`src/rtl/regfile_wb_ctrl_if.sv`:
```
// ---------------------------------------------------------------------------
// regfile_wb_ctrl_if
// Writeback bus between the two writeback requesters (ALU, LSU), the
// writeback controller and the register-file write port.
//   i_alu_valid/o_alu_ready/i_alu_rd_addr/i_alu_rd_data : ALU writeback channel
//   i_lsu_valid/o_lsu_ready/i_lsu_rd_addr/i_lsu_rd_data : LSU writeback channel
//   o_rd_wren/o_rd_addr/o_rd_data                       : register-file write port
// Modports: slave = the controller, master = requesters plus register file.
// ---------------------------------------------------------------------------
interface regfile_wb_ctrl_if #(
  parameter int DATA_W = 32,
  parameter int ADDR_W = 5
);
  logic              i_alu_valid;
  logic              o_alu_ready;
  logic [ADDR_W-1:0] i_alu_rd_addr;
  logic [DATA_W-1:0] i_alu_rd_data;
  logic              i_lsu_valid;
  logic              o_lsu_ready;
  logic [ADDR_W-1:0] i_lsu_rd_addr;
  logic [DATA_W-1:0] i_lsu_rd_data;
  logic              o_rd_wren;
  logic [ADDR_W-1:0] o_rd_addr;
  logic [DATA_W-1:0] o_rd_data;

  modport slave (
    input  i_alu_valid, i_alu_rd_addr, i_alu_rd_data,
    input  i_lsu_valid, i_lsu_rd_addr, i_lsu_rd_data,
    output o_alu_ready, o_lsu_ready,
    output o_rd_wren, o_rd_addr, o_rd_data
  );

  modport master (
    output i_alu_valid, i_alu_rd_addr, i_alu_rd_data,
    output i_lsu_valid, i_lsu_rd_addr, i_lsu_rd_data,
    input  o_alu_ready, o_lsu_ready,
    input  o_rd_wren, o_rd_addr, o_rd_data
  );
endinterface

```
`src/rtl/regfile_wb_ctrl.sv`:
```
// ---------------------------------------------------------------------------
// regfile_wb_ctrl
// Shares the single register-file write port between the ALU and the LSU
// with round-robin arbitration, registers the granted write (latency 1),
// and keeps a busy-bit scoreboard used to stall issue on RAW/WAW hazards.
// Ports:
//   i_clk, i_rst         : clock, synchronous active-high reset
//   wb (slave)           : ALU/LSU writeback channels and register-file write port
//   i_issue_*            : instruction presented for issue (valid, rd_wr, rd, rs1, rs2)
//   o_issue_stall        : hazard, issue must hold
//   o_busy_mask          : scoreboard, bit n = write to xn pending
//   o_err_wb             : sticky, writeback to a register that was not busy
// ---------------------------------------------------------------------------
module regfile_wb_ctrl #(
  parameter int DATA_W = 32,
  parameter int ADDR_W = 5
) (
  input  logic                   i_clk,
  input  logic                   i_rst,
  regfile_wb_ctrl_if.slave       wb,
  input  logic                   i_issue_valid,
  input  logic                   i_issue_rd_wr,
  input  logic [ADDR_W-1:0]      i_issue_rd_addr,
  input  logic [ADDR_W-1:0]      i_issue_rs1_addr,
  input  logic [ADDR_W-1:0]      i_issue_rs2_addr,
  output logic                   o_issue_stall,
  output logic [(2**ADDR_W)-1:0] o_busy_mask,
  output logic                   o_err_wb
);
  localparam int NREG = 2**ADDR_W;

  typedef enum logic {
    GNT_ALU = 1'b0,
    GNT_LSU = 1'b1
  } grant_e;

  grant_e            last_grant_q, last_grant_d;
  logic              rd_wren_q, rd_wren_d;
  logic [ADDR_W-1:0] rd_addr_q, rd_addr_d;
  logic [DATA_W-1:0] rd_data_q, rd_data_d;
  logic [NREG-1:0]   busy_q, busy_d;
  logic              err_q, err_d;

  logic              grant_alu, grant_lsu, hs;
  logic [ADDR_W-1:0] hs_addr;
  logic [DATA_W-1:0] hs_data;
  logic              issue_fire;

  // Arbitration: a lone requester always wins; on a tie the requester that
  // did not win last time is granted, bounding any wait to one cycle.
  always_comb begin
    grant_alu    = wb.i_alu_valid && (!wb.i_lsu_valid || last_grant_q == GNT_LSU);
    grant_lsu    = wb.i_lsu_valid && !grant_alu;
    hs           = grant_alu || grant_lsu;
    hs_addr      = grant_alu ? wb.i_alu_rd_addr : wb.i_lsu_rd_addr;
    hs_data      = grant_alu ? wb.i_alu_rd_data : wb.i_lsu_rd_data;
    last_grant_d = last_grant_q;
    if (grant_alu) begin
      last_grant_d = GNT_ALU;
    end else if (grant_lsu) begin
      last_grant_d = GNT_LSU;
    end
  end

  assign wb.o_alu_ready = grant_alu;
  assign wb.o_lsu_ready = grant_lsu;

  // Write stage: writes to x0 are accepted but never reach the register file.
  always_comb begin
    rd_wren_d = hs && (hs_addr != '0);
    rd_addr_d = hs ? hs_addr : rd_addr_q;
    rd_data_d = hs ? hs_data : rd_data_q;
    err_d     = err_q || (hs && (hs_addr != '0) && !busy_q[hs_addr]);
  end

  // busy_q[0] is never set, so x0 operands can never stall.
  assign o_issue_stall = i_issue_valid &&
                         (busy_q[i_issue_rs1_addr] || busy_q[i_issue_rs2_addr] ||
                          (i_issue_rd_wr && busy_q[i_issue_rd_addr]));
  assign issue_fire    = i_issue_valid && !o_issue_stall;

  // Scoreboard: a bit clears when its write is on the port; a new issue to
  // the same register in that cycle keeps it set.
  genvar gi;
  generate
    for (gi = 0; gi < NREG; gi++) begin : g_busy
      if (gi == 0) begin : g_x0
        assign busy_d[gi] = 1'b0;
      end else begin : g_xn
        logic set_b, clr_b;
        assign set_b      = issue_fire && i_issue_rd_wr && (i_issue_rd_addr == ADDR_W'(gi));
        assign clr_b      = rd_wren_q && (rd_addr_q == ADDR_W'(gi));
        assign busy_d[gi] = set_b || (busy_q[gi] && !clr_b);
      end
    end
  endgenerate

  always_ff @(posedge i_clk) begin
    if (i_rst) begin
      last_grant_q <= GNT_LSU;
      rd_wren_q    <= 1'b0;
      rd_addr_q    <= '0;
      rd_data_q    <= '0;
      busy_q       <= '0;
      err_q        <= 1'b0;
    end else begin
      last_grant_q <= last_grant_d;
      rd_wren_q    <= rd_wren_d;
      rd_addr_q    <= rd_addr_d;
      rd_data_q    <= rd_data_d;
      busy_q       <= busy_d;
      err_q        <= err_d;
    end
  end

  assign wb.o_rd_wren = rd_wren_q;
  assign wb.o_rd_addr = rd_addr_q;
  assign wb.o_rd_data = rd_data_q;
  assign o_busy_mask  = busy_q;
  assign o_err_wb     = err_q;
endmodule

```
`src/flat_wrapper.sv`:
```
// flat-port wrapper written by rule: the top's interface ports become plain ports
module regfile_wb_ctrl_flat 
#(
  parameter int DATA_W = 32,
  parameter int ADDR_W = 5
)
  (i_clk, i_rst, i_issue_valid, i_issue_rd_wr, i_issue_rd_addr, i_issue_rs1_addr, i_issue_rs2_addr, o_issue_stall, o_busy_mask, o_err_wb, wb_i_alu_valid, wb_i_alu_rd_addr, wb_i_alu_rd_data, wb_i_lsu_valid, wb_i_lsu_rd_addr, wb_i_lsu_rd_data, wb_o_alu_ready, wb_o_lsu_ready, wb_o_rd_wren, wb_o_rd_addr, wb_o_rd_data);
  regfile_wb_ctrl_if #(.DATA_W(DATA_W), .ADDR_W(ADDR_W)) wb_i ();
  input  logic i_clk;
  input  logic i_rst;
  input  logic i_issue_valid;
  input  logic i_issue_rd_wr;
  input  logic [ADDR_W-1:0] i_issue_rd_addr;
  input  logic [ADDR_W-1:0] i_issue_rs1_addr;
  input  logic [ADDR_W-1:0] i_issue_rs2_addr;
  output logic o_issue_stall;
  output logic [(2**ADDR_W)-1:0] o_busy_mask;
  output logic o_err_wb;
  input wire logic [$bits(wb_i.i_alu_valid)-1:0] wb_i_alu_valid;
  input wire logic [$bits(wb_i.i_alu_rd_addr)-1:0] wb_i_alu_rd_addr;
  input wire logic [$bits(wb_i.i_alu_rd_data)-1:0] wb_i_alu_rd_data;
  input wire logic [$bits(wb_i.i_lsu_valid)-1:0] wb_i_lsu_valid;
  input wire logic [$bits(wb_i.i_lsu_rd_addr)-1:0] wb_i_lsu_rd_addr;
  input wire logic [$bits(wb_i.i_lsu_rd_data)-1:0] wb_i_lsu_rd_data;
  output wire logic [$bits(wb_i.o_alu_ready)-1:0] wb_o_alu_ready;
  output wire logic [$bits(wb_i.o_lsu_ready)-1:0] wb_o_lsu_ready;
  output wire logic [$bits(wb_i.o_rd_wren)-1:0] wb_o_rd_wren;
  output wire logic [$bits(wb_i.o_rd_addr)-1:0] wb_o_rd_addr;
  output wire logic [$bits(wb_i.o_rd_data)-1:0] wb_o_rd_data;
  assign wb_i.i_alu_valid = wb_i_alu_valid;
  assign wb_i.i_alu_rd_addr = wb_i_alu_rd_addr;
  assign wb_i.i_alu_rd_data = wb_i_alu_rd_data;
  assign wb_i.i_lsu_valid = wb_i_lsu_valid;
  assign wb_i.i_lsu_rd_addr = wb_i_lsu_rd_addr;
  assign wb_i.i_lsu_rd_data = wb_i_lsu_rd_data;
  assign wb_o_alu_ready = wb_i.o_alu_ready;
  assign wb_o_lsu_ready = wb_i.o_lsu_ready;
  assign wb_o_rd_wren = wb_i.o_rd_wren;
  assign wb_o_rd_addr = wb_i.o_rd_addr;
  assign wb_o_rd_data = wb_i.o_rd_data;
  regfile_wb_ctrl #(.DATA_W(DATA_W), .ADDR_W(ADDR_W)) u_core (.i_clk(i_clk), .i_rst(i_rst), .wb(wb_i), .i_issue_valid(i_issue_valid), .i_issue_rd_wr(i_issue_rd_wr), .i_issue_rd_addr(i_issue_rd_addr), .i_issue_rs1_addr(i_issue_rs1_addr), .i_issue_rs2_addr(i_issue_rs2_addr), .o_issue_stall(o_issue_stall), .o_busy_mask(o_busy_mask), .o_err_wb(o_err_wb));
endmodule
```
`config.mk`:
```
export PLATFORM = sky130hd
export DESIGN_NAME = regfile_wb_ctrl_flat
export DESIGN_NICKNAME = d
export VERILOG_FILES = /design/src/rtl/regfile_wb_ctrl_if.sv /design/src/rtl/regfile_wb_ctrl.sv /design/src/flat_wrapper.sv
export SDC_FILE = /design/constraint.sdc
export NUM_CORES = 1
export LEC_CHECK = 0
export BUFFER_PORTS_ARGS = -buffer_cell sky130_fd_sc_hd__buf_4
export CORE_AREA = 2 2 94 96
export CTS_BUF_LIST = sky130_fd_sc_hd__clkbuf_4 sky130_fd_sc_hd__clkbuf_8
export DETAILED_ROUTE_END_ITERATION = 8
export DIE_AREA = 0 0 96 98
export HOLD_SLACK_MARGIN = 0.08
export PLACE_DENSITY = 0.91
export SLEW_MARGIN = 20
export SYNTH_ARGS = -nofsm -noshare
export SYNTH_HDL_FRONTEND = slang
export SYNTH_SLANG_ARGS = --single-unit
```
`constraint.sdc`:
```
create_clock -name i_clk -period 4.55 [get_ports i_clk]
set_input_delay 0.91 -clock i_clk [delete_from_list [all_inputs] [get_ports i_clk]]
set_output_delay 0.91 -clock i_clk [all_outputs]
set_load 0.05 [all_outputs]
```
==> impl_metrics.toml, run 1 <==
[placement]
io_buffers = 167
gp_congestion = 1.02
hpwl_mm = 11.0
postPlaceCellArea_mm2 = 0.00570

[clock_network]
cts_root_buf = "clkbuf_8"
htreeDepth = 3
cts_resized = 0
cts_setup_buffers = 0
cts_buffer_depth = 2
numCtsBuffers = 9
clk_pin_slew_ns = 0.08
clk_latency_ns = 0.34
cts_tree = "yes"
cts_sinks = 71
hold_buffers = 0

[layout]
n_fill_cell = 653
syn2layout_area_growth_pct = 32.2
final_common_cell = "buf_4"
layout-drive-gt1-share_pct = 33.5
final_cell_mix = "buf_4 (169), dfxtp_1 (71), nor2_1 (54)"
antennaDiodeCount = 0
fin_nets = 735
design_area_mm2 = 0.00590

[status]
outcome = "finished clean"

[logic_synthesis]
synth-edff-count = 0
ys_warn_count = 0
ys_ff_latch = 71
synth_top_cell_by_area = "dfxtp_1"
syn_avg_cell_area_um2 = 8.93
synth_fp_nets = 595
synth_top_area_share_pct = 31.8
seq_area_frac_synth_pct = 31.8
synthTopCellsByArea = "dfxtp_1 (32%), mux2i_1 (12%), a211oi_1 (7.7%), mux4_2 (7.6%), nor2_1 (4.5%)"
synthCells = 500
ys_async_sr_fraction_pct = 0
yosysUniqueCellTypes = 55
synth_flop_cell = "dfxtp_1"
netlist_area_mm2 = 0.00447

[setup_path]
cp.required_ns = 3.64
critPathMaxStageDelay_ns = 0.55
crit_path_start_kind = "input port"
worstSetupEndpointType = "output pin"
path_common_cell = "buf_4"
cp_slowest_cell = "mux4_1"
worstPathArrival_ns = 3.09
cp_cell_sequence = "buf_4, mux4_1, mux2_2, o21ai_2, a21oi_2, nor3_4, nand2_1, and2_1, buf_4"
path_class = "in -> out"
critPathMaxFanout = 11

[sta]
final.min_clock_period_ns = 4.00
fmax_ghz = 0.250
fin_skew_ns = 0.0112
max-slew-margin-rel_pct = 41.4
setup-tns-final_ns = 0
setup_violations = 0
rsz0062_at_grt = "false"
tightest_slew_ns = 0.855
hold_violations = 0
maxSlewViolCount = 0
post-route-period-util_pct = 87.9

[drt]
finalWirelength_mm = 15.1
antenna_left = 0
first_iter_violations = 450
drt-wirelength-per-cell_um = 20.1
vias = 4890
vias_per_cell = 6.49
drc = 0
drtPass1Iterations = 6

[power]
power_switching_w = 0.000559
power.density_mw_per_mm2 = 279
power_frac_seq_pct = 41.7
finalPower_w = 0.00164
internal_power_w = 0.00109
power.leakage_nw = 2.46
peakVddDrop_mv = 0.225
swShare_pct = 34.0
p_clk_share_pct = 31.6
p_comb_share_pct = 26.7

[floorplan]
start_util_pct = 52.8
ios = 169
die_y_um = 98
core-area_mm2 = 0.00847
die_w_um = 96
fp-row-count = 34
dieArea_mm2 = 0.00941

[grt]
grt_max_degree = 66
grt-ovfl-total = 0
grt_pass1_vias = 4730
grt_pass1_wl_mm = 23.5
antenna_found_initial = 0
track_usage_pct = 32.2

[flow_run]
maxCapViolCount = 0

[hold_path]
hold_path.class = "reg -> reg"
[power groups by stage]
stage	Combinational, W	Sequential (W)	Clock (W)
2_1_floorplan	0.000178	0.000795	0
3_3_place_gp	0.000425	0.000697	0
5_1_grt	0.000463	0.000690	0.000561
4_1_cts	0.000435	0.000684	0.000529
3_5_place_dp	0.000434	0.000697	0
6_report	0.000439	0.000686	0.000520
[metal layers]
metal  track usage (%)  wire length (µm)
met5                 0                 0
met4              17.1               791
met3              10.5              1830
met2              49.5              7040
met1              39.7              5480
[kinds of logic (layout without fill, tap and decap cells)]
logic type	after synthesis	after routing	share of synthesized area (%)
compound gates	134	134	22.7
other cells	1	1	0.0840
mux	75	75	22.6
flops	71	71	31.8
buf+inv	55	200	5.21
simple gates	164	164	17.6
[cell usage after synthesis, drive strengths merged, types with 2 or more instances]
| master | number |
|---|---|
| a22oi | 4 |
| buf | 14 |
| a41oi | 2 |
| o31ai | 12 |
| nand3b | 3 |
| a311oi | 2 |
| o211ai | 13 |
| nor3b | 2 |
| a21oi | 5 |
| mux4 | 19 |
| o41ai | 5 |
| mux2 | 4 |
| nor3 | 3 |
| nor2 | 54 |
| inv | 15 |
| o311ai | 9 |
| or2 | 3 |
| nand2 | 40 |
| o21ai | 21 |
| mux2i | 52 |
| nand3 | 24 |
| a211oi | 46 |
| and2 | 3 |
| nand2b | 13 |
| clkbuf | 26 |
| and3 | 5 |
| nor2b | 9 |
| dfxtp | 71 |
| nand4 | 4 |
| a221oi | 3 |
| o221ai | 2 |
[worst max-delay path: cells and delay by family]
kind            cells  cell delay, ns
simple gates        3            0.80
buf+inv             2            0.35
compound gates      2            0.18
mux                 2            0.83
[worst paths after layout]
kind                               startpoint                               end  slack [ns]  cells after the start
min          u_core.last_grant_q$_SDFFE_PP1P_  u_core.last_grant_q$_SDFFE_PP1P_        0.53                      1
max                       i_issue_rs2_addr[1]                     o_issue_stall        0.55                      9
min reg2reg  u_core.last_grant_q$_SDFFE_PP1P_  u_core.last_grant_q$_SDFFE_PP1P_        0.53                      1
max reg2reg  u_core.last_grant_q$_SDFFE_PP1P_        u_core.o_err_wb$_SDFF_PP0_        1.78                      9
[flip-flops by register name (all words and copies together), names as in the netlist]
name,count
u_core.last_grant_q,1
u_core.o_busy_mask,31
u_core.o_err_wb,1
u_core.wb.o_rd_addr,5
u_core.wb.o_rd_data,32
u_core.wb.o_rd_wren,1
[final cells by class]
cell class | instances | area, µm² | share of cell area [%]
multi-input cells | 374 | 2820 | 47.7
flip-flops and latches | 71 | 1420 | 24.1
repair buffers | 169 | 1270 | 21.5
clock buffers | 10 | 138 | 2.33
well taps | 108 | 135 | 2.29
clock inverters | 6 | 70.1 | 1.19
inverters | 15 | 56.3 | 0.954
[metrics by stage]
step / setup WS (ns) / std cells / hold WS, ns / utilization (%)
floorplan: 0.933 / 500 / 0.451 / -
global placement: 0.592 / 737 / 0.460 / 67.3
detailed placement: 0.572 / 737 / 0.497 / 67.3
CTS: 0.568 / 753 / 0.516 / 69.7
global route: 0.404 / 753 / 0.536 / 69.7
finish: 0.550 / 753 / 0.529 / 69.7
Power figures use the tool's default switching activity.
==> run 2, diff against run 1 <==
Settings changed: ABC_AREA from default to 1, CORE_AREA 2 2 94 96 to 2 2 96 98, DIE_AREA 0 0 96 98 to 0 0 98 100, PLACE_DENSITY 0.91 to 0.93.
==> run 2 against run 1 <==
Against the previous run: maximum frequency grew 14%; critical path depth increased by 2; non-clock buffer count increased by 1; largest power group unchanged; area after synthesis is 9.8% higher; design area grew 6.2%; combinational power increased by 12%; worst hold slack lost 0.070 ns; first-iteration DRC count grew 30%; via count up 20%.
==> impl_metrics.toml, run 2 <==
[grt]
grt_pass1_wl_mm = 26.7
grt_pass1_vias = 5392
grt-ovfl-total = 0
grt_max_degree = 67
antenna_found_initial = 0
track_usage_pct = 33.7

[drt]
drt-wirelength-per-cell_um = 16.6
first_iter_violations = 583
drc = 0
vias = 5884
antenna_left = 0
vias_per_cell = 5.80
drtPass1Iterations = 5
finalWirelength_mm = 16.8

[logic_synthesis]
synthCells = 759
seq_area_frac_synth_pct = 29.0
yosysUniqueCellTypes = 33
ys_top_cells_by_count = "nand2_1 (260), nand3_1 (78), dfxtp_1 (71), inv_1 (59), o21ai_0 (42)"
synth-edff-count = 0
synth_top_area_share_pct = 29.0
synth_top_cell_by_area = "dfxtp_1"
synth_fp_nets = 854
netlist_area_mm2 = 0.00490
synthMostInstantiatedCell = "nand2_1"
synth_flop_cell = "dfxtp_1"
synthTopCellsByArea = "dfxtp_1 (29%), nand2_1 (20%), nand3_1 (8.0%), nand3_2 (6.3%), a21oi_2 (6.3%)"
syn_avg_cell_area_um2 = 6.46
ys_warn_count = 0
ys_async_sr_fraction_pct = 0
ys_ff_latch = 71

[sta]
max-slew-margin-rel_pct = 42.9
final.min_clock_period_ns = 3.50
fmax_ghz = 0.286
setup_violations = 0
tightest_slew_ns = 0.857
hold_violations = 0
rsz0062_at_grt = "false"
maxSlewViolCount = 0
whs_ns = 0.459
setup-tns-final_ns = 0
fin_skew_ns = 0.0135
post-route-period-util_pct = 76.9

[setup_path]
worstRegToRegCells = 15
crit_path_start_kind = "input port"
worstPathArrival_ns = 2.59
path_class = "in -> out"
rr_startpoint = "u_core.last_grant_q$_SDFFE_PP1P_"
cp.required_ns = 3.64
worstSetupEndpointType = "output pin"
regToRegEndpoint = "u_core.o_err_wb$_SDFF_PP0_"
critPathMaxFanout = 11
r2r_slack_ns = 2.23

[layout]
largest_register_ffs = 32
antennaDiodeCount = 0
layout-drive-gt1-share_pct = 30.1
final_cell_mix = "nand2_1 (260), buf_4 (170), nand3_1 (78)"
fin_nets = 993
final_common_cell = "nand2_1"
syn2layout_area_growth_pct = 27.9
design_area_mm2 = 0.00627
n_fill_cell = 728

[clock_network]
cts_buffer_depth = 2
cts_tree = "yes"
hold_buffers = 0
clk_latency_ns = 0.36
numCtsBuffers = 9
clk_pin_slew_ns = 0.09
htreeDepth = 3
cts_sinks = 71
cts_resized = 0
cts_root_buf = "clkbuf_8"
cts_setup_buffers = 0

[power]
power.leakage_nw = 2.74
power.density_mw_per_mm2 = 279
finalPower_w = 0.00175
peakVddDrop_mv = 0.236

[flow_run]
maxCapViolCount = 0

[status]
outcome = "finished clean"

[placement]
gp_congestion = 0.957
postPlaceCellArea_mm2 = 0.00604
io_buffers = 167
hpwl_mm = 12.2

[floorplan]
ios = 169
fp-row-count = 35
dieArea_mm2 = 0.00980
die_y_um = 100
die_w_um = 98
start_util_pct = 55.2
core-area_mm2 = 0.00889

[hold_path]
hold_path.class = "reg -> reg"
holdPathStages = 2
whs_endpoint = "u_core.o_err_wb$_SDFF_PP0_"
worstHoldStart = "u_core.o_err_wb$_SDFF_PP0_"
run 2: cell count changes after synthesis, sizes merged, moves of 13 or more:
| cell | before | now |
|---|---|---|
| mux2i | 52 | 0 |
| inv | 15 | 65 |
| a31oi | 1 | 33 |
| nand3 | 24 | 109 |
| nand2b | 13 | 0 |
| mux4 | 19 | 0 |
| a21oi | 5 | 46 |
| o21ai | 21 | 45 |
| nand2 | 40 | 263 |
| a211oi | 46 | 0 |
run 2: logic make-up after synthesis:
logic type / synth area share [%]
AND/OR/NAND/NOR: 41.6
flip-flops: 29.0
other: 0.0765
AO/OA/AOI/OAI: 18.5
buffers and inverters: 10.9
run 2: per-stage QoR:
stage / worst slack [ns] / util [%] / cells
floorplan: 1.43 / - / 759
global placement: 1.15 / 68.0 / 998
detailed placement: 1.08 / 68.0 / 998
CTS: 1.08 / 70.5 / 1014
global route: 0.889 / 70.5 / 1014
finish: 1.05 / 70.5 / 1014
run 2: worst max-delay path by stage:
| stage | endpoint | from |
|---|---|---|
| finish | o_issue_stall | i_issue_rd_addr[0] |
| global route | o_issue_stall | i_issue_rd_addr[1] |
| CTS | o_issue_stall | i_issue_rd_addr[0] |
| detailed placement | o_issue_stall | i_issue_rd_addr[0] |
| global placement | o_issue_stall | i_issue_rd_addr[0] |
| floorplan | o_issue_stall | i_issue_rd_addr[0] |
run 2: layer usage:
| layer | GRT usage (%) | vias to the layer above | routed length (µm) |
|---|---|---|---|
| li1 | - | 2785 | - |
| met1 | 42.0 | 2652 | 6290 |
| met2 | 54.1 | 369 | 7700 |
| met3 | 7.17 | 78 | 1860 |
| met4 | 19.4 | 0 | 965 |
| met5 | 0 | - | 0 |
run 2: critical path: stages:
cell	delay, ns
buf_4	0.15
nor2_2	0.46
nand2_1	0.18
o21ai_0	0.18
nor2_1	0.06
nand2_1	0.07
o21ai_2	0.06
nor2_4	0.14
o21ai_0	0.12
inv_1	0.06
buf_4	0.18
run 2: report_power, final:
part	total (W)	switching (W)	internal, W
Sequential	0.000675	0.0000232	0.000652
Combinational	0.000490	0.000332	0.000158
Clock	0.000585	0.000259	0.000326
run 2: cell type report:
type | instances | area (µm²) | share of cell area (%)
multi-input combinational | 579 | 2950 | 47.0
timing repair buffer | 170 | 1280 | 20.4
tap | 111 | 139 | 2.21
sequential | 71 | 1420 | 22.7
inverter | 67 | 254 | 4.05
clock buffer | 10 | 138 | 2.19
clock inverter | 6 | 92.6 | 1.48
